**src/rtl/data_gen_wrap_pkg.sv**
```systemverilog
// Shared definitions for the data_gen_wrap packet source: info-word field
// offsets, controller state encoding and the fixed packet length used when
// DGW_FIXED_LEN_EN is defined.
package data_gen_wrap_pkg;

  localparam int unsigned LEN_LSB   = 0;
  localparam int unsigned SEQ_LSB   = 16;
  localparam int unsigned SEQ_W     = 16;
  localparam int unsigned FIXED_LEN = 8;

  typedef enum logic {
    IDLE = 1'b0,
    SEND = 1'b1
  } ctrl_state_e;

endpackage

```
**src/rtl/data_gen_wrap_fifo.sv**
```systemverilog
// dgw_sync_fifo: synchronous FIFO with registered full/empty flags and a
// show-ahead read port.
// Ports:
//   clk, rst_n            - clock, async active-low reset
//   i_wr, i_wr_data       - push request and data
//   i_rd                  - pop request (ignored while empty)
//   o_rd_data_c           - head of queue (write data when empty)
//   o_full, o_empty       - occupancy flags
module dgw_sync_fifo #(
  parameter int unsigned DATA_W = 32,
  parameter int unsigned ADDR_W = 5
) (
  input  logic              clk,
  input  logic              rst_n,
  input  logic              i_wr,
  input  logic [DATA_W-1:0] i_wr_data,
  input  logic              i_rd,
  output logic [DATA_W-1:0] o_rd_data_c,
  output logic              o_full,
  output logic              o_empty
);

  localparam int unsigned DEPTH = 1 << ADDR_W;
  localparam int unsigned CW    = ADDR_W + 1;

  logic [DATA_W-1:0] r_mem [DEPTH];
  logic [ADDR_W-1:0] r_wptr, r_rptr;
  logic [CW-1:0]     r_cnt;
  logic              r_full, r_empty;
  logic              w_byp, w_push, w_pop;
  logic [CW-1:0]     w_cnt_nxt;

  // Push and pop on an empty FIFO pass the word straight through.
  assign w_byp       = i_wr && i_rd && r_empty;
  assign w_push      = i_wr && !w_byp && (!r_full || i_rd);
  assign w_pop       = i_rd && !r_empty;
  assign w_cnt_nxt   = r_cnt + CW'(w_push) - CW'(w_pop);
  assign o_rd_data_c = r_empty ? i_wr_data : r_mem[r_rptr];
  assign o_full      = r_full;
  assign o_empty     = r_empty;

  // Storage array
  always_ff @(posedge clk) begin
    if (w_push) r_mem[r_wptr] <= i_wr_data;
  end

  // Pointers, count and flags
  always_ff @(posedge clk or negedge rst_n) begin
    if (!rst_n) begin
      r_wptr  <= '0;
      r_rptr  <= '0;
      r_cnt   <= '0;
      r_full  <= 1'b0;
      r_empty <= 1'b1;
    end else begin
      if (w_push) r_wptr <= r_wptr + ADDR_W'(1);
      if (w_pop)  r_rptr <= r_rptr + ADDR_W'(1);
      r_cnt   <= w_cnt_nxt;
      r_full  <= (w_cnt_nxt == CW'(DEPTH));
      r_empty <= (w_cnt_nxt == '0);
    end
  end

endmodule

```
**src/rtl/data_gen_wrap.sv**
```systemverilog
// data_gen_wrap: self-contained packet traffic source. A generator writes
// packet payload into a ring-buffer RAM and pushes one info word per packet
// into an info FIFO; a send controller pops info words and streams packets
// out with sop/vld/eop framing.
// Optional macro DGW_FIXED_LEN_EN: every packet is FIXED_LEN words long.
// Ports:
//   clk, rst_n - clock, async active-low reset
//   o_sop      - first word of packet
//   o_vld      - o_data valid
//   o_data     - payload word
//   o_eop      - last word of packet
module data_gen_wrap
  import data_gen_wrap_pkg::*;
#(
  parameter int unsigned GEN_INF_W   = 32,
  parameter int unsigned FIFO_ADDR_W = 5,
  parameter int unsigned RAM_ADDR_W  = 5,
  parameter int unsigned DW          = 32
) (
  input  logic          clk,
  input  logic          rst_n,
  output logic          o_sop,
  output logic          o_vld,
  output logic [DW-1:0] o_data,
  output logic          o_eop
);

  localparam int unsigned RAM_DEPTH = 1 << RAM_ADDR_W;
  localparam int unsigned OCC_W     = RAM_ADDR_W + 1;

  // Generator state
  logic                  r_gen_busy;
  logic [SEQ_W-1:0]      r_seq;
  logic [RAM_ADDR_W-1:0] r_widx, r_wptr;
  logic [OCC_W-1:0]      r_occ;
  logic [RAM_ADDR_W-1:0] w_len_m1, w_widx;
  logic [OCC_W-1:0]      w_len, w_free;
  logic                  w_start, w_wr, w_last;
  logic [DW-1:0]         w_wdata;
  logic [GEN_INF_W-1:0]  w_info;

  // Info FIFO
  logic [GEN_INF_W-1:0]  w_fifo_rdata;
  logic                  w_fifo_full, w_fifo_empty;
  logic                  w_unused_info;

  // Controller state
  ctrl_state_e           r_state, w_state_nxt;
  logic [RAM_ADDR_W-1:0] r_plen_m1, r_rcnt, r_rptr;
  logic                  w_pop, w_rd;

  // Payload RAM and output stage
  logic [DW-1:0]         r_ram [RAM_DEPTH];
  logic [DW-1:0]         r_data;
  logic                  r_vld, r_sop, r_eop;

`ifdef DGW_FIXED_LEN_EN
  assign w_len_m1 = RAM_ADDR_W'(FIXED_LEN - 1);
`else
  assign w_len_m1 = RAM_ADDR_W'(r_seq);
`endif

  // A packet starts only when its whole length fits in the RAM, so the
  // controller never waits on partially written payload.
  assign w_len   = OCC_W'(w_len_m1) + OCC_W'(1);
  assign w_free  = OCC_W'(RAM_DEPTH) - r_occ;
  assign w_start = !r_gen_busy && !w_fifo_full && (w_free >= w_len);
  assign w_wr    = w_start || r_gen_busy;
  assign w_widx  = r_gen_busy ? r_widx : '0;
  assign w_last  = w_wr && (w_widx == w_len_m1);
  assign w_wdata = DW'({r_seq, 16'(w_widx)});

  // Info word assembly
  always_comb begin
    w_info = '0;
    w_info[LEN_LSB +: RAM_ADDR_W] = w_len_m1;
    w_info[SEQ_LSB +: SEQ_W]      = r_seq;
  end

  // Generator sequencing
  always_ff @(posedge clk or negedge rst_n) begin
    if (!rst_n) begin
      r_gen_busy <= 1'b0;
      r_seq      <= '0;
      r_widx     <= '0;
      r_wptr     <= '0;
    end else if (w_wr) begin
      r_wptr <= r_wptr + RAM_ADDR_W'(1);
      if (w_last) begin
        r_gen_busy <= 1'b0;
        r_widx     <= '0;
        r_seq      <= r_seq + SEQ_W'(1);
      end else begin
        r_gen_busy <= 1'b1;
        r_widx     <= w_widx + RAM_ADDR_W'(1);
      end
    end
  end

  // RAM occupancy
  always_ff @(posedge clk or negedge rst_n) begin
    if (!rst_n) r_occ <= '0;
    else        r_occ <= r_occ + OCC_W'(w_wr) - OCC_W'(w_rd);
  end

  dgw_sync_fifo #(
    .DATA_W (GEN_INF_W),
    .ADDR_W (FIFO_ADDR_W)
  ) u_info_fifo (
    .clk         (clk),
    .rst_n       (rst_n),
    .i_wr        (w_last),
    .i_wr_data   (w_info),
    .i_rd        (w_pop),
    .o_rd_data_c (w_fifo_rdata),
    .o_full      (w_fifo_full),
    .o_empty     (w_fifo_empty)
  );

  // Only the length field steers the controller; seq travels in the payload.
  assign w_unused_info = ^w_fifo_rdata;

  // Controller state register
  always_ff @(posedge clk or negedge rst_n) begin
    if (!rst_n) r_state <= IDLE;
    else        r_state <= w_state_nxt;
  end

  // Controller next-state and strobes
  always_comb begin
    w_state_nxt = r_state;
    w_pop       = 1'b0;
    w_rd        = 1'b0;
    case (r_state)
      IDLE: begin
        if (!w_fifo_empty) begin
          w_pop       = 1'b1;
          w_state_nxt = SEND;
        end
      end
      SEND: begin
        w_rd = 1'b1;
        if (r_rcnt == r_plen_m1) w_state_nxt = IDLE;
      end
      default: w_state_nxt = IDLE;
    endcase
  end

  // Controller datapath
  always_ff @(posedge clk or negedge rst_n) begin
    if (!rst_n) begin
      r_plen_m1 <= '0;
      r_rcnt    <= '0;
      r_rptr    <= '0;
    end else if (w_pop) begin
      r_plen_m1 <= w_fifo_rdata[LEN_LSB +: RAM_ADDR_W];
      r_rcnt    <= '0;
    end else if (w_rd) begin
      r_rcnt <= r_rcnt + RAM_ADDR_W'(1);
      r_rptr <= r_rptr + RAM_ADDR_W'(1);
    end
  end

  // Payload RAM write port
  always_ff @(posedge clk) begin
    if (w_wr) r_ram[r_wptr] <= w_wdata;
  end

  // Synchronous read and framing, aligned to the read data
  always_ff @(posedge clk or negedge rst_n) begin
    if (!rst_n) begin
      r_data <= '0;
      r_vld  <= 1'b0;
      r_sop  <= 1'b0;
      r_eop  <= 1'b0;
    end else begin
      if (w_rd) r_data <= r_ram[r_rptr];
      r_vld <= w_rd;
      r_sop <= w_rd && (r_rcnt == '0);
      r_eop <= w_rd && (r_rcnt == r_plen_m1);
    end
  end

  assign o_data = r_data;
  assign o_vld  = r_vld;
  assign o_sop  = r_sop;
  assign o_eop  = r_eop;

endmodule

```
**config.mk**
```make
export PLATFORM = sky130hd
export DESIGN_NAME = data_gen_wrap
export DESIGN_NICKNAME = d
export VERILOG_FILES = /design/src/rtl/data_gen_wrap_pkg.sv /design/src/rtl/data_gen_wrap_fifo.sv /design/src/rtl/data_gen_wrap.sv
export SDC_FILE = /design/constraint.sdc
export NUM_CORES = 1
export LEC_CHECK = 0
export BUFFER_PORTS_ARGS = -buffer_cell sky130_fd_sc_hd__buf_2
export CORE_ASPECT_RATIO = 2
export CORE_MARGIN = 3
export CORE_UTILIZATION = 45
export DETAILED_ROUTE_END_ITERATION = 7
export SLEW_MARGIN = 0
export SYNTH_ARGS = -nofsm -noshare
export SYNTH_HDL_FRONTEND = slang
export SYNTH_SLANG_ARGS = --single-unit
```
**constraint.sdc**
```tcl
create_clock -name clk -period 11.9 [get_ports clk]
set_clock_uncertainty 0.05 [all_clocks]
set_input_delay 2.38 -clock clk [delete_from_list [all_inputs] [get_ports clk]]
set_output_delay 2.38 -clock clk [all_outputs]
set_load 0.02 [all_outputs]
```
==> results.py <==
metrics = {
    "job": {
        "max_cap_viol_count": 0,
    },
    "cells_and_area": {
        "multiInputGateArea_um2": 9380,
        "final_area_um2": 41100,
        "regArea_um2": 27300,
        "antenna_cells": 0,
        "finalNetCount": 2167,
        "nFillCells": 6684,
        "drive_gt1_frac": 0.199,
        "syn_to_final_growth_pct": 9.73,
    },
    "worst_setup_path": {
        "criticalPathCategory": "register to register",
        "critPathRequiredTime_ns": 12.08,
        "worstSetupStartpointType": "register",
        "worstPathArrival_ns": 5.54,
        "end_kind": "register",
        "reg2reg_slack_ns": 6.54,
        "cp_max_fo": 48,
    },
    "floorplan": {
        "ios": 37,
        "core.rowCount": 149,
        "design.die.area_um2": 86900,
        "die_y_um": 414,
        "core_area_um2": 82600,
        "dieWidth_um": 210,
        "initial_core_util": 0.454,
    },
    "timing": {
        "rsz0062_at_grt": "no",
        "whs_ns": 0.420,
        "final-max-slew-violation-count": 0,
        "tightest_slew_ns": 1.22,
        "setup_viol": 0,
        "fin_crit_sh": 0.450,
        "max_freq_mhz": 187,
        "hold_viol_final": 0,
        "tns_ns": 0,
        "period_minus_slack_ns": 5.36,
        "slew_headroom": 0.184,
    },
    "status": {
        "status": "completed",
    },
    "placed_design": {
        "io_buffers": 25,
        "place_area_um2": 38600,
        "place_hpwl_um": 53500,
        "routabilityCongestion": 0.901,
    },
    "yosys": {
        "yosys_warnings": 0,
        "synth_seq_area_share": 0.728,
        "async_reset_ff_frac": 0.0986,
        "yosys_register_bits": 923,
        "synthFlopType": "edfxtp_1",
        "synthesis.area_um2": 37500,
        "avgSynthCellArea_um2": 17.8,
        "netlist_instances": 2105,
        "synth.distinct_cells": 67,
        "synth_edf_count": 832,
    },
    "clock_tree": {
        "clkLatencyLatePin_ns": 0.66,
        "cts_hold_buf": 0,
        "cts_made_buffers": 76,
        "cts_tree": "built",
        "clk_pin_slew_ns": 0.07,
        "post-cts-setup-buffer-count": 0,
        "cts_sinks": 923,
        "cts_resized": 0,
        "cts_max_path_buffers": 3,
        "htreeDepth": 3,
        "cts-root-buf": "clkbuf_16",
    },
    "pwr": {
        "power_leakage_uw": 0.0130,
        "power.density_nw_per_um2": 145,
        "peakVddDrop_mv": 0.0988,
        "power_uw": 5970,
    },
    "detailed_routing": {
        "drtIter0Drc": 1315,
        "drc_errors": 0,
        "ant_nets": 0,
        "finalWirelength_um": 83200,
        "vias_per_cell": 5.70,
        "firstDrtPassIters": 5,
        "wl_per_cell_um": 25.6,
        "vias": 18500,
    },
    "worst_hold_path": {
        "hold_path.class": "register to register",
    },
    "global_route": {
        "grt_max_degree": 130,
        "grt_pass1_vias": 19800,
        "grt_pass1_wl_um": 125000,
        "grt_usage": 0.192,
        "antenna_found_initial": 0,
        "grt-ovfl-total": 0,
    },
}
-- flip-flops by register name, summed over array words and instances (netlist names), 5 cells and up --
signal and count:
o_data 21, r_occ 6, r_plen_m1 5, r_ram 672
r_rcnt 5, r_rptr 5, r_seq 16, r_widx 5
r_wptr 5, u_info_fifo.r_cnt 6, u_info_fifo.r_mem 160, u_info_fifo.r_rptr 5
u_info_fifo.r_wptr 5
-- layout by cell type (no fill, tap or decap), drive strengths merged, types with 43 or more instances in the layout --
cell type	n
nor2	114
mux2	88
a31oi	43
buf	72
mux2i	151
nand2	85
clkbuf	87
nor3	57
inv	43
a311oi	47
o22ai	50
dfrtp	90
mux4	109
edfxtp	832
-- metrics by stage --
step / setup slack (ns) / utilization / std cells
after detailed placement: 6.48 / 0.468 / 3106
after global routing: 6.23 / 0.498 / 3248
final: 6.54 / 0.498 / 3248
after global placement: 6.60 / 0.468 / 3106
after floorplan: 7.37 / - / 2115
after CTS: 6.50 / 0.498 / 3248
-- cell type report --
type	instances	share of cell area
sequential	923	0.664
inverter	39	0.00356
clock buffer	87	0.0480
multi-input combinational	1015	0.228
tap	1057	0.0322
timing repair buffer	72	0.0120
clock inverter	55	0.0120
-- cell families after synthesis --
| kind of cell | count (synthesis) | share of synthesized area |
|---|---|---|
| other cells | 1 | 0.000100 |
| mux | 348 | 0.134 |
| fa+ha+maj | 38 | 0.0131 |
| simple gates | 363 | 0.0466 |
| buf+inv | 177 | 0.0256 |
| flops | 923 | 0.728 |
| xor+xnor | 60 | 0.0140 |
| compound gates | 195 | 0.0384 |
-- per-layer routing --
layer	vias up	track usage	wire length [um]	share of wire
met4	0	0.115	5390	0.065
li1	8356	-	-	-
met5	-	0	0	0
met3	150	0.0233	2590	0.031
met2	401	0.352	45000	0.54
met1	9601	0.211	30300	0.36
-- where the power goes --
group / total, uW / switching, uW / internal, uW
Clock: 2480 / 1160 / 1320
Combinational: 10.0 / 9.60 / 0.418
Sequential: 3480 / 0 / 3480
-- path summary, 6_finish.rpt --
check                                      start                              to  cells after the start
max                         r_seq[0]$_DFFE_PN0P_         r_ram[19][18]$_DFFE_PP_                     10
max in group asynchronous                  rst_n           r_rptr[2]$_DFFE_PN0P_                      2
min reg2reg                r_seq[15]$_DFFE_PN0P_           r_seq[15]$_DFFE_PN0P_                      1
max reg2reg                 r_seq[0]$_DFFE_PN0P_         r_ram[19][18]$_DFFE_PP_                     10
min in group asynchronous                  rst_n  u_info_fifo.r_cnt[2]$_DFF_PN0_                      1
min                        r_seq[15]$_DFFE_PN0P_           r_seq[15]$_DFFE_PN0P_                      1
-- synth_stat cells (all sizes together), types with 9 or more instances --
cell type / number / area share
a31oi: 43 / 0.0072
xnor2: 35 / 0.0082
nor4: 26 / 0.0047
inv: 39 / 0.0039
mux4: 109 / 0.067
nand4: 11 / 0.0018
mux2i: 151 / 0.040
clkbuf: 55 / 0.0055
ha: 36 / 0.012
nor3: 57 / 0.0076
xor2: 25 / 0.0058
buf: 83 / 0.016
dfrtp: 90 / 0.060
mux2: 88 / 0.027
nor2b: 17 / 0.0028
nand3: 16 / 0.0023
o22ai: 50 / 0.0084
a311oi: 47 / 0.012
nor2: 114 / 0.011
nand2: 85 / 0.0085
a21oi: 9 / 0.0012
edfxtp: 832 / 0.67
-- worst max-delay path: stages (launching register included) --
cell,delay [ns]
dfrtp_2,0.71
buf_4,0.56
and3_2,0.30
and3_1,0.31
inv_2,0.06
ha_1,0.30
nand2_1,0.07
nor3_1,0.19
a221o_1,0.61
nand2_1,0.61
nor2_2,1.10
Power figures use the tool's default switching activity.
